===== src/rtl/cpu_defs_pkg.sv =====
// Shared MEM-stage definitions: sequencer state encoding,
// access size codes and fault cause codes.
package cpu_defs_pkg;

  typedef enum logic [1:0] {
    ST_IDLE   = 2'd0,
    ST_ACCESS = 2'd1,
    ST_DONE   = 2'd2,
    ST_ERR    = 2'd3
  } dmem_state_e;

  localparam logic SIZE_WORD = 1'b0;
  localparam logic SIZE_BYTE = 1'b1;

  localparam logic [1:0] FAULT_NONE     = 2'b00;
  localparam logic [1:0] FAULT_MISALIGN = 2'b01;
  localparam logic [1:0] FAULT_TIMEOUT  = 2'b10;

  function automatic logic is_misaligned(
    input logic       size,
    input logic [1:0] off
  );
    return (size == SIZE_WORD) && (off != 2'b00);
  endfunction

endpackage


===== src/rtl/dmem_lane_align.sv =====
// Little-endian byte-lane steering for data memory:
// byte enables, store replication and load byte select.
module dmem_lane_align
  import cpu_defs_pkg::*;
#(
  parameter int DATA_W = 32
) (
  input  logic              size,
  input  logic [1:0]        off,
  input  logic [DATA_W-1:0] st_data,
  input  logic [DATA_W-1:0] ld_raw,
  output logic [3:0]        be,
  output logic [DATA_W-1:0] st_lane,
  output logic [DATA_W-1:0] ld_data
);

  logic [7:0] ld_byte;

  always_comb begin
    ld_byte = ld_raw[7:0];
    unique case (off)
      2'd0: ld_byte = ld_raw[7:0];
      2'd1: ld_byte = ld_raw[15:8];
      2'd2: ld_byte = ld_raw[23:16];
      2'd3: ld_byte = ld_raw[31:24];
    endcase
  end

  always_comb begin
    be      = 4'b1111;
    st_lane = st_data;
    ld_data = ld_raw;
    if (size == SIZE_BYTE) begin
      be      = 4'b0001 << off;
      st_lane = {4{st_data[7:0]}};
      ld_data = {{(DATA_W-8){1'b0}}, ld_byte};
    end
  end

endmodule


===== src/rtl/datamem_sequencer.sv =====
// MEM-stage load/store sequencer with pipeline stall and fault pulses.
// Optional ACCESS timeout enabled by defining DMEM_TIMEOUT_EN.
module datamem_sequencer
  import cpu_defs_pkg::*;
#(
  parameter int ADDR_W         = 32,
  parameter int DATA_W         = 32,
  parameter int TIMEOUT_CYCLES = 16
) (
  input  logic              clk,
  input  logic              reset,
  input  logic              req_valid,
  input  logic              req_load,
  input  logic              req_size,
  input  logic [ADDR_W-1:0] req_addr,
  input  logic [DATA_W-1:0] req_wdata,
  input  logic              mem_ready,
  input  logic [DATA_W-1:0] mem_rdata,
  output logic              mem_en,
  output logic              mem_rw,
  output logic [3:0]        mem_be,
  output logic [ADDR_W-1:0] mem_addr,
  output logic [DATA_W-1:0] mem_wdata,
  output logic              stall,
  output logic              done,
  output logic              rdata_valid,
  output logic [DATA_W-1:0] rdata,
  output logic              fault,
  output logic [1:0]        fault_cause
);

  dmem_state_e       state_q, state_d;
  logic              load_q, load_d;
  logic              size_q, size_d;
  logic [ADDR_W-1:0] addr_q, addr_d;
  logic [DATA_W-1:0] wdata_q, wdata_d;
  logic [DATA_W-1:0] rdata_q, rdata_d;
  logic [1:0]        cause_q, cause_d;

  logic [3:0]        lane_be;
  logic [DATA_W-1:0] lane_wdata;
  logic [DATA_W-1:0] lane_rdata;

`ifdef DMEM_TIMEOUT_EN
  localparam int CNT_W = $clog2(TIMEOUT_CYCLES + 1);
  logic [CNT_W-1:0] cnt_q, cnt_d;
`endif

  dmem_lane_align #(.DATA_W(DATA_W)) u_align (
    .size    (size_q),
    .off     (addr_q[1:0]),
    .st_data (wdata_q),
    .ld_raw  (mem_rdata),
    .be      (lane_be),
    .st_lane (lane_wdata),
    .ld_data (lane_rdata)
  );

  always_ff @(posedge clk or posedge reset) begin
    if (reset) begin
      state_q <= ST_IDLE;
      load_q  <= 1'b0;
      size_q  <= SIZE_WORD;
      addr_q  <= '0;
      wdata_q <= '0;
      rdata_q <= '0;
      cause_q <= FAULT_NONE;
`ifdef DMEM_TIMEOUT_EN
      cnt_q   <= '0;
`endif
    end else begin
      state_q <= state_d;
      load_q  <= load_d;
      size_q  <= size_d;
      addr_q  <= addr_d;
      wdata_q <= wdata_d;
      rdata_q <= rdata_d;
      cause_q <= cause_d;
`ifdef DMEM_TIMEOUT_EN
      cnt_q   <= cnt_d;
`endif
    end
  end

  always_comb begin
    state_d     = state_q;
    load_d      = load_q;
    size_d      = size_q;
    addr_d      = addr_q;
    wdata_d     = wdata_q;
    rdata_d     = rdata_q;
    cause_d     = cause_q;
`ifdef DMEM_TIMEOUT_EN
    cnt_d       = cnt_q;
`endif
    mem_en      = 1'b0;
    mem_rw      = 1'b0;
    stall       = 1'b0;
    done        = 1'b0;
    rdata_valid = 1'b0;
    fault       = 1'b0;
    fault_cause = FAULT_NONE;
    unique case (state_q)
      ST_IDLE: begin
        stall = req_valid;
        if (req_valid) begin
          if (is_misaligned(req_size, req_addr[1:0])) begin
            cause_d = FAULT_MISALIGN;
            state_d = ST_ERR;
          end else begin
            load_d  = req_load;
            size_d  = req_size;
            addr_d  = req_addr;
            wdata_d = req_wdata;
            state_d = ST_ACCESS;
`ifdef DMEM_TIMEOUT_EN
            cnt_d   = '0;
`endif
          end
        end
      end
      ST_ACCESS: begin
        mem_en = 1'b1;
        mem_rw = load_q;
        stall  = 1'b1;
        if (mem_ready) begin
          // Stores leave the last load result visible.
          if (load_q) rdata_d = lane_rdata;
          state_d = ST_DONE;
        end
`ifdef DMEM_TIMEOUT_EN
        else if (cnt_q == CNT_W'(TIMEOUT_CYCLES - 1)) begin
          cause_d = FAULT_TIMEOUT;
          state_d = ST_ERR;
        end else begin
          cnt_d = cnt_q + 1'b1;
        end
`endif
      end
      ST_DONE: begin
        done        = 1'b1;
        rdata_valid = load_q;
        state_d     = ST_IDLE;
      end
      ST_ERR: begin
        fault       = 1'b1;
        fault_cause = cause_q;
        state_d     = ST_IDLE;
      end
    endcase
  end

  assign mem_be    = mem_en ? lane_be : 4'b0000;
  assign mem_addr  = mem_en ? {addr_q[ADDR_W-1:2], 2'b00} : '0;
  assign mem_wdata = mem_en ? lane_wdata : '0;
  assign rdata     = rdata_q;

endmodule


===== config.mk =====
export PLATFORM = sky130hd
export DESIGN_NAME = datamem_sequencer
export DESIGN_NICKNAME = d
export VERILOG_FILES = /design/src/rtl/cpu_defs_pkg.sv /design/src/rtl/dmem_lane_align.sv /design/src/rtl/datamem_sequencer.sv
export SDC_FILE = /design/constraint.sdc
export NUM_CORES = 1
export LEC_CHECK = 0
export ABC_AREA = 1
export CAP_MARGIN = 5
export CELL_PAD_IN_SITES_DETAIL_PLACEMENT = 0
export CELL_PAD_IN_SITES_GLOBAL_PLACEMENT = 1
export CORE_MARGIN = 1
export CORE_UTILIZATION = 29
export CTS_CLUSTER_DIAMETER = 80
export DETAILED_ROUTE_END_ITERATION = 7
export GPL_ROUTABILITY_DRIVEN = 0
export PLACE_DENSITY_LB_ADDON = 0.1
export SLEW_MARGIN = 30
export SYNTH_ARGS = -nofsm -noshare
export SYNTH_HDL_FRONTEND = slang
export SYNTH_SLANG_ARGS = --single-unit

===== constraint.sdc =====
create_clock -name clk -period 3.8 [get_ports clk]
set_clock_uncertainty 0.1 [all_clocks]
set_input_delay 0.76 -clock clk [delete_from_list [all_inputs] [get_ports clk]]
set_output_delay 0.76 -clock clk [all_outputs]
set_load 0.005 [all_outputs]

Word level (Yosys, flattened, before mapping)

Index checks and enable logic that the tools add are counted.

Equal/unequal tests: 8
Shift operators: 1
Multiplexer cells: 18
Bitwise logic cells: 2
Reduce and logical (&&, ||, !) cells: 9

Operators with widths:

| cell                                                | count |
|---|---|
| two-way mux 32 bit                                  | 4 |
| one-hot mux 8 bit (4 select lines)                  | 1 |
| AND reduction 3 bit                                 | 3 |
| equality test 2 bit, second input constant          | 4 |
| two-way mux 4 bit                                   | 2 |
| two-way mux 1 bit                                   | 6 |
| two-way mux 2 bit                                   | 3 |
| one-hot mux 2 bit (3 select lines)                  | 1 |
| equality test 2 x 1 -> 1 bit, second input constant | 2 |
| logical NOT 2 bit                                   | 2 |
| != test 2 bit, second input constant                | 2 |
| << shifter 1 x 2 -> 4 bit, first input constant     | 1 |
| inverter 1 bit                                      | 2 |
| one-hot mux 1 bit (2 select lines)                  | 1 |
| AND reduction 2 bit                                 | 1 |
| nonzero test 2 bit                                  | 1 |
| OR reduction 2 bit                                  | 1 |
| logical AND 1 bit                                   | 1 |

Register bits after elaboration: 101
Input bits: 102
Output and inout port bits: 108

Depth between registers and ports, before layout

Gate-level depths: netlist of run 1.

Depth in word-level cells: 5
Gate-level depth with buffers: 8
Mapped depth without buffers: 7

Hierarchy

Synthesis of run 1 repeated with hierarchy kept, for this count alone.

Cell total of the unflattened synthesis: 798
Area, all modules: 5540.3 um^2

By module, submodules not included:

| module            | instances | cells an instance | area each (um^2) | seq. area each (um^2) |
|---|---|---|---|---|
| datamem_sequencer | 1         | 602               | 4659.5           | 2527.4 |
| dmem_lane_align   | 1         | 196               | 880.8            | 0.0 |

Least setup slack after synthesis of run 1

Ideal clock, no wire load.

Path type: reg-to-output
Start: reg state_q[0]
End: out mem_addr[29]
Arrival: 1.103 ns
Slack: 1.837 ns
Cell stages (with the launch flop): 6
Buffers on the path: 3
Path through: dfrtp_1 > buf_4 > nand2_1 > buf_2 > buf_2 > nor2_1

Longest elaborated chain between the ends: 3

RTL lines:

| what                         | RTL line                 | source |
|---|---|---|
| start: declaration           | datamem_sequencer.sv:32  | `dmem_state_e state_q, state_d;` |
| start signal: assignment     | datamem_sequencer.sv:72  | `state_q <= state_d;` |
| equality test 2 x 1 -> 1 bit | datamem_sequencer.sv:103 | `unique case (state_q)` |
| two-way mux 1 bit            | datamem_sequencer.sv:103 |  |
| two-way mux 32 bit           | datamem_sequencer.sv:154 | `assign mem_addr = mem_en ? {addr_q[ADDR_W-1:2], 2'b00} : '0;` |
| end: declaration             | datamem_sequencer.sv:22  | `output logic [ADDR_W-1:0] mem_addr,` |

Every way passes these cells.

Final worst setup path of run 1

Start: reg size_q
End: out mem_wdata[29]

Longest elaborated chain between the ends: 2

RTL lines:

| what                     | RTL line                 | source |
|---|---|---|
| start: declaration       | datamem_sequencer.sv:34  | `logic size_q, size_d;` |
| start signal: assignment | datamem_sequencer.sv:74  | `size_q <= size_d;` |
| two-way mux 32 bit       | dmem_lane_align.sv:33    | `if (size == SIZE_BYTE) begin` |
| two-way mux 32 bit       | datamem_sequencer.sv:155 | `assign mem_wdata = mem_en ? lane_wdata : '0;` |
| end: declaration         | datamem_sequencer.sv:23  | `output logic [DATA_W-1:0] mem_wdata,` |

Every way passes these cells.

==> results list, run 1 <==
* Number of detailed-route iterations in the first pass: 4
- Area of the die: 17300 um^2
- Final slew viol count: 0
- Sequential area share after synthesis: 0.521
- Final HPWL from detailed placement: 11.0 mm
- After clock tree synthesis, the setup repair step added 0 buffers.
* Routed WL: 15.3 mm
- The run finished with clean final reports.
- The detail route stage leaves a number of antenna-violating nets equal to 0.
* Final critical-path required period: 3.19 ns
- The net count of the finished layout is 934.
* Worst Reg2Reg Path Length in Cells: 5
- Combined area of the multi-input logic cells: 1850 um^2
* Worst setup SP type: flop
- Setup slack of the worst register-to-register path: 1.82 ns
- Warning count from the yosys run: 0
- Worst EP required: 2.94 ns
- The number of antenna diodes in the final layout is 0.
- The path with the worst hold slack has its endpoint at cause_q[0].
- For the pin with the worst max-slew slack, the measured transition is 0.776 ns.
* Post-route total power: 5.59 mW
- In the routed design, unresolved DRC markers number 0.
* Worst-case clock buffer depth: 2
* Chip width: 131 um
- Counting flops and latches in the post-synthesis netlist gives 101.
- Global-route total usage across every layer: 0.186
* Biggest area contributors in the synthesized netlist: dfrtp_1 52%, nand2_1 14%, a21oi_1 7.9%
* Number of global-route vias before repair: 4655
- In the final layout, flip-flops and latches occupy 2530 um^2.
* Wirelength per Cell: 14.5 um
- Leakage power summed over all cells: 3.58 nW
- Rel. slew slack: 0.482
* Sum of negative setup slack: 0 ns
- STA classifies the critical path endpoint as a primary output.
- # fillers: 1657
- Cell taking the most area after synthesis: dfrtp_1
- Based on the critical path, the design can be clocked at up to 0.313 GHz.
* TritonCTS Buffers: 9
- Setup-failing EPs final: 0
* Category of the critical setup timing path: reg2out
* Startpoint of the worst-slack reg-to-reg timing path: size_q
* Number of primary I/O pins: 210
- Final core area utilization: 0.459
- Hold Violations, Final: 0
* Level count of the clock H-tree: 3
- Proportion of layout cells with a drive suffix above 1: 0.0371
- For this design the ratio of total power to cell area is 755 nW/um^2.
- The region available for standard cell placement spans 16100 um^2.
* Sink count of the clock tree: 101
- STA puts the critical path data arrival time at 2.33 ns.
- The worst register-to-register path ends at rdata[23].
- Number of I/O port buffers: 206
- Dividing the detail-routed via count by the number of cells gives 4.47.
- The number of gates resized after CTS was 0.
- Number of hold buffers added after cts: 0
* Worst Hold Launch: cause_q[0]
- Of the available clock period, the critical path in the final layout requires 0.840.
- Hold/Removal Path Class: reg2reg
* Largest net degree at the start of global routing: 66
- The first global-routing pass estimated 24.9 mm of wire.
- For the worst-skew pair, the clock arrives at the later sink with an insertion delay of 0.35 ns.
- Unrepaired setup endpoints after global routing: false
- Across the run, the number of max-cap violations was 0.
* Launch point of the worst path: size_q
- Antenna violations before repair: 0
* Worst vdd rail ir drop: 243 uV
- Along the worst path, the maximum fanout reaches 25.
* Die Y-Extent: 131 um
* Effective utilization at floorplan: 0.301
- Summed over all layers, the global routing overflow is 0.
- Dividing the synthesized area by the synthesized cell count gives 7.50 um^2.
- Routed via count: 4704
* Area growth from synthesis to final layout: 52.5%
* WHS Path Cells: 2
* Register clock-pin slew on the reported worst setup and hold paths: 0.07 ns
- In this run the core area contains 46 standard-cell rows.
- Clock tree from TritonCTS: yes
- Distinct cell type count of the synthesized netlist: 20
- Cell area after technology mapping: 4850 um^2
* Synth top area share: 0.521
- Buffer cell driving the clock tree root: clkbuf_16
- Starting DRT DRC Count: 274
- Counting every instance in the synthesized netlist gives 647.
[routing by layer]
| metal | global-route usage | share of wire | vias to the layer above |
|---|---|---|---|
| met5 | 0 | 0 | - |
| met4 | 0.0536 | 0.014 | 0 |
| met3 | 0.0590 | 0.071 | 13 |
| met2 | 0.306 | 0.48 | 153 |
| met1 | 0.233 | 0.44 | 2187 |
| li1 | - | - | 2351 |
[sequential cells by signal (all words and copies together) (netlist names)]
signal / flops
wdata_q: 32
size_q: 1
rdata: 32
cause_q: 1
addr_q: 32
state_q: 2
load_q: 1
[cells in the mapped netlist, drive strengths merged]
cell type and n:
buf 26, dfrtp 101, o21ai 26, nand3 40, clkbuf 16, conb 1
nor3 2, nor2 102, nand4 1, inv 74, o22ai 1, nand2 180
a21oi 77
[cell type report]
type,count,share of cell area
clock buffer,11,0.0328
timing repair buffer,214,0.292
sequential,101,0.342
clock inverter,4,0.00981
tap,216,0.0365
inverter,74,0.0379
multi-input combinational,432,0.250
[power by group]
part           switching, mW  leakage, nW  internal [mW]
logic                   1.36         2.23           1.38
clock network          0.400        0.152          0.591
registers              0.285         1.20           1.58
[worst max-delay path by stage]
stage / to / slack, ns / depth (start not counted)
6_report: mem_wdata[29] / 0.61 / 5
5_1_grt: mem_wdata[27] / 0.40 / 5
4_1_cts: mem_wdata[29] / 0.54 / 5
3_5_place_dp: stall / 0.86 / 6
3_3_place_gp: stall / 0.84 / 6
2_1_floorplan: addr_q[0] / 0.29 / 1
[layout by cell type (no fill, tap or decap), drive strengths merged]
cell type	count
nand4	1
bufinv	2
inv	74
dfrtp	101
clkbuf	11
clkinvlp	1
nor2	102
conb	3
clkinv	1
o21ai	26
o22ai	1
clkdlybuf4s50	206
a21oi	77
nand2	180
nand3	40
buf	8
nor3	2
[worst max-delay path: stages (launching register included)]
cell and delay (ns):
dfrtp_1 0.36, buf_4 0.18, inv_1 0.58, nand2_1 0.13
a21oi_1 0.20, clkdlybuf4s50_1 0.53
[kinds of logic (layout without fill, tap and decap cells)]
logic type             after synthesis  after routing  share of synthesized area
flip-flops                         101            101                      0.521
AO/OA/AOI/OAI                      104            104                      0.108
buffers and inverters              116            303                      0.102
AND/OR/NAND/NOR                    325            325                      0.268
other                                1              3                   0.000773
[per-stage QoR]
stage	setup slack [ns]	hold WS [ns]	std cells	instance area [um^2]
final	0.607	0.364	1052	7400
after global routing	0.399	0.402	1052	7400
after CTS	0.543	0.368	1052	7400
after detailed placement	0.858	0.350	1037	7080
after global placement	0.841	0.352	1037	7080
after floorplan	0.293	0.322	649	4860
Note: power is estimated with default switching activity, not from simulation.
==> run 2, diff against run 1 <==
- CORE_UTILIZATION: 29 -> 27
- clock period: 3.8 -> 2.6 ns (I/O delays scaled with it)
==> run 2 against run 1 <==
Clock power grew 36%. Sequential share of layout area shrank 0.44 points. Design area grew 1.4%. Flip-flop and latch count is the same. Final cell count grew 1.6%. Clock-buffer cell count shrank 1.
==> results list, run 2 (synthesis results as in run 1) <==
* Final critical-path required period: 2.49 ns
- Die Y-Extent: 136 um (+3.6%)
- Switching power share of the total: 0.370 (+0.00487)
- Fin crit share: 0.960
- Arr. time, crit path: 1.87 ns (-0.46 ns)
- Relative to the synthesized area, the layout overhead comes to 54.6%.
* Proportion of layout cells with a drive suffix above 1: 0.0509 (+0.0139)
- The maximum root-to-sink buffer count was 2 (unchanged).
* Register clock-pin slew on the reported worst setup and hold paths: 0.07 ns (about the same)
- Post-place setup slack: 0.177 ns (-0.681 ns)
- Number of design rule violations left after detail routing: 0 (unchanged)
- The post-detailed-routing wire length is 15.3 mm (+0.39%).
* Crit-path slowest cell: clkdlybuf4s50_1
- Final Worst Setup Slack: 0.105 ns (-0.502 ns)
- Antenna Diode Count: 0 (unchanged)
- The via count is 4684 (-0.43%).
- The maximum vdd ir drop was 456 uV (+87%).
* Detail-routed via count per cell: 4.38 (-2.0%)
- Worst setup SP type: flop
- The first-pass iteration count of the detailed router is 4 (unchanged).
* Final cell count without fillers: 1069 (+1.6%)
* Category of the critical setup timing path: reg2out
- Chip width: 136 um (+3.6%)
- Worst EP required: 1.98 ns (-0.96 ns)
* Number of primary I/O pins: 210 (unchanged)
- Floorplan row count: 48 (+4.3%)
* Max-cap violations: 0 (unchanged)
- Setup repair after global routing left no endpoint under its margin.
- Total net switching power: 3.03 mW (+49%)
- Insertion delay to the later sink of the worst-skew pair: 0.35 ns (about the same)
* Starting DRT DRC Count: 206 (-25%)
* Total internal power: 5.16 mW (+45%)
- Buffer cell driving the clock tree root: clkbuf_16
- Outcome: finished, final reports clean
- Rel. slew slack: 0.621 (+0.139)
- The power density over the cells came to 1090 nW/um^2 (+45%).
- Most common cell after layout, fill and taps aside: clkdlybuf4s50_1
- Area of the die: 18500 um^2 (+7.3%)
- The fraction of power consumed by combinational cells is 0.506 (+0.016).
* Final slew viol count: 0 (unchanged)
- The total global routing track utilization came to 0.169 (-0.0168).
- Leading cell types in the layout, fill and taps excluded: 203 x clkdlybuf4s50_1, 177 x nand2_1, 101 x nor2_1, 99 x dfrtp_1, 77 x a21oi_1
- Hold Violations, Final: 0 (unchanged)
- The initial antenna violation count was 0 (unchanged).
* Largest net degree at the start of global routing: 102 (+55%)
* Final core area utilization: 0.431 (-0.0283)
- The number of global-route vias before repair came to 4627 (-0.60%).
- Sum of negative setup slack: 0 ns (unchanged)
* Placed Instances: 1053 (+1.5%)
* Register share of total power: 0.329 (-0.004)
- The initial core utilization was 0.279 (-0.0225).
- Nature of the critical path endpoint: primary output
* TritonCTS Buffers: 9 (unchanged)
* Number of I/O port buffers: 206 (unchanged)
- The critical path goes through inv_4, nand2_8, buf_4, a21oi_1, clkdlybuf4s50_1.
* Nets: 941 (+0.75%)
- Final HPWL from detailed placement: 11.1 mm (+1.1%)
- Level count of the clock H-tree: 3 (unchanged)
* Max stage delay on crit path: 0.54 ns (-0.04 ns)
- Leftover overflow at the end of global routing: 0 (unchanged)
- The worst hold path belongs to the class reg2reg.
* Number of hold buffers added after cts: 0 (unchanged)
* Actual slew at the worst max-slew pin: 0.568 ns (-0.208 ns)
* # fillers: 1786 (+7.8%)
- Number of nets with antenna violations after detailed routing: 0 (unchanged)
* Clk network pwr share: 0.165 (-0.012)
* Wire length of the first global-routing pass: 24.0 mm (-3.5%)
- TritonCTS built the clock tree.
- Timing would allow up to 0.401 GHz.
* Setup-failing EPs final: 0 (unchanged)
* Worst-path maximum fanout: 15 (-40%)
- The routed wire length per instance is 14.4 um (-1.2%).
- The static leakage is 3.66 nW (+2.1%).
- Sink count of the clock tree: 101 (unchanged)
* Core area: 17400 um^2 (+8.1%)
-- run 2: what timing repair did --
action	4_1_cts	5_1_grt
gates resized for setup	4	9
endpoints found under the setup margin	48	25
hold endpoints to repair	0	0
setup buffers	0	0
gates cloned	0	0
-- run 2: area by class of cell --
cell class	count	area [um^2]	share of cell area
multi-input combinational	432	1860	0.248
sequential	101	2530	0.337
clock inverter	6	63.8	0.00850
inverter	74	287	0.0382
clock buffer	10	229	0.0305
timing repair buffer	221	2250	0.300
tap	225	282	0.0375
-- run 2: final timing paths --
path                       startpoint       endpoint  slack (ns)  cells past startpoint
max                        state_q[1]  mem_wdata[18]        0.11                      5
min                        cause_q[0]     cause_q[0]        0.36                      2
max reg2reg                state_q[0]     addr_q[22]        0.66                      7
min reg2reg                cause_q[0]     cause_q[0]        0.36                      2
max in group asynchronous       reset    wdata_q[22]        1.38                      3
min in group asynchronous       reset      rdata[20]        0.57                      3
-- run 2: critical path: cells and delay by family, from the launching register on --
family                 cells  cell delay (ns)
buffers and inverters      3             0.85
flip-flops                 1             0.41
AO/OA/AOI/OAI              1             0.16
AND/OR/NAND/NOR            1             0.11
-- run 2: power by group through the flow --
| stage | clock network, mW | logic [mW] | registers (mW) |
|---|---|---|---|
| after floorplan | 0 | 1.96 | 2.63 |
| after global placement | 0 | 4.17 | 2.69 |
| after detailed placement | 0 | 4.19 | 2.71 |
| after CTS | 1.41 | 4.23 | 2.69 |
| after global routing | 1.46 | 4.63 | 2.79 |
| final | 1.35 | 4.15 | 2.70 |
-- run 2: per-layer routing --
layer | routed length (um) | share of wire | track usage
met1 | 6480 | 0.42 | 0.204
met5 | 0 | 0 | 0
met2 | 7610 | 0.50 | 0.289
met4 | 155 | 0.010 | 0.0395
met3 | 1100 | 0.072 | 0.0567
-- run 2: through the flow --
step	area [um^2]	hold WS, ns	total power [mW]
after global routing	7500	0.392	8.88
after floorplan	4860	0.322	4.59
final	7500	0.359	8.19
after global placement	7170	0.344	6.85
after detailed placement	7170	0.346	6.90
after CTS	7480	0.365	8.32
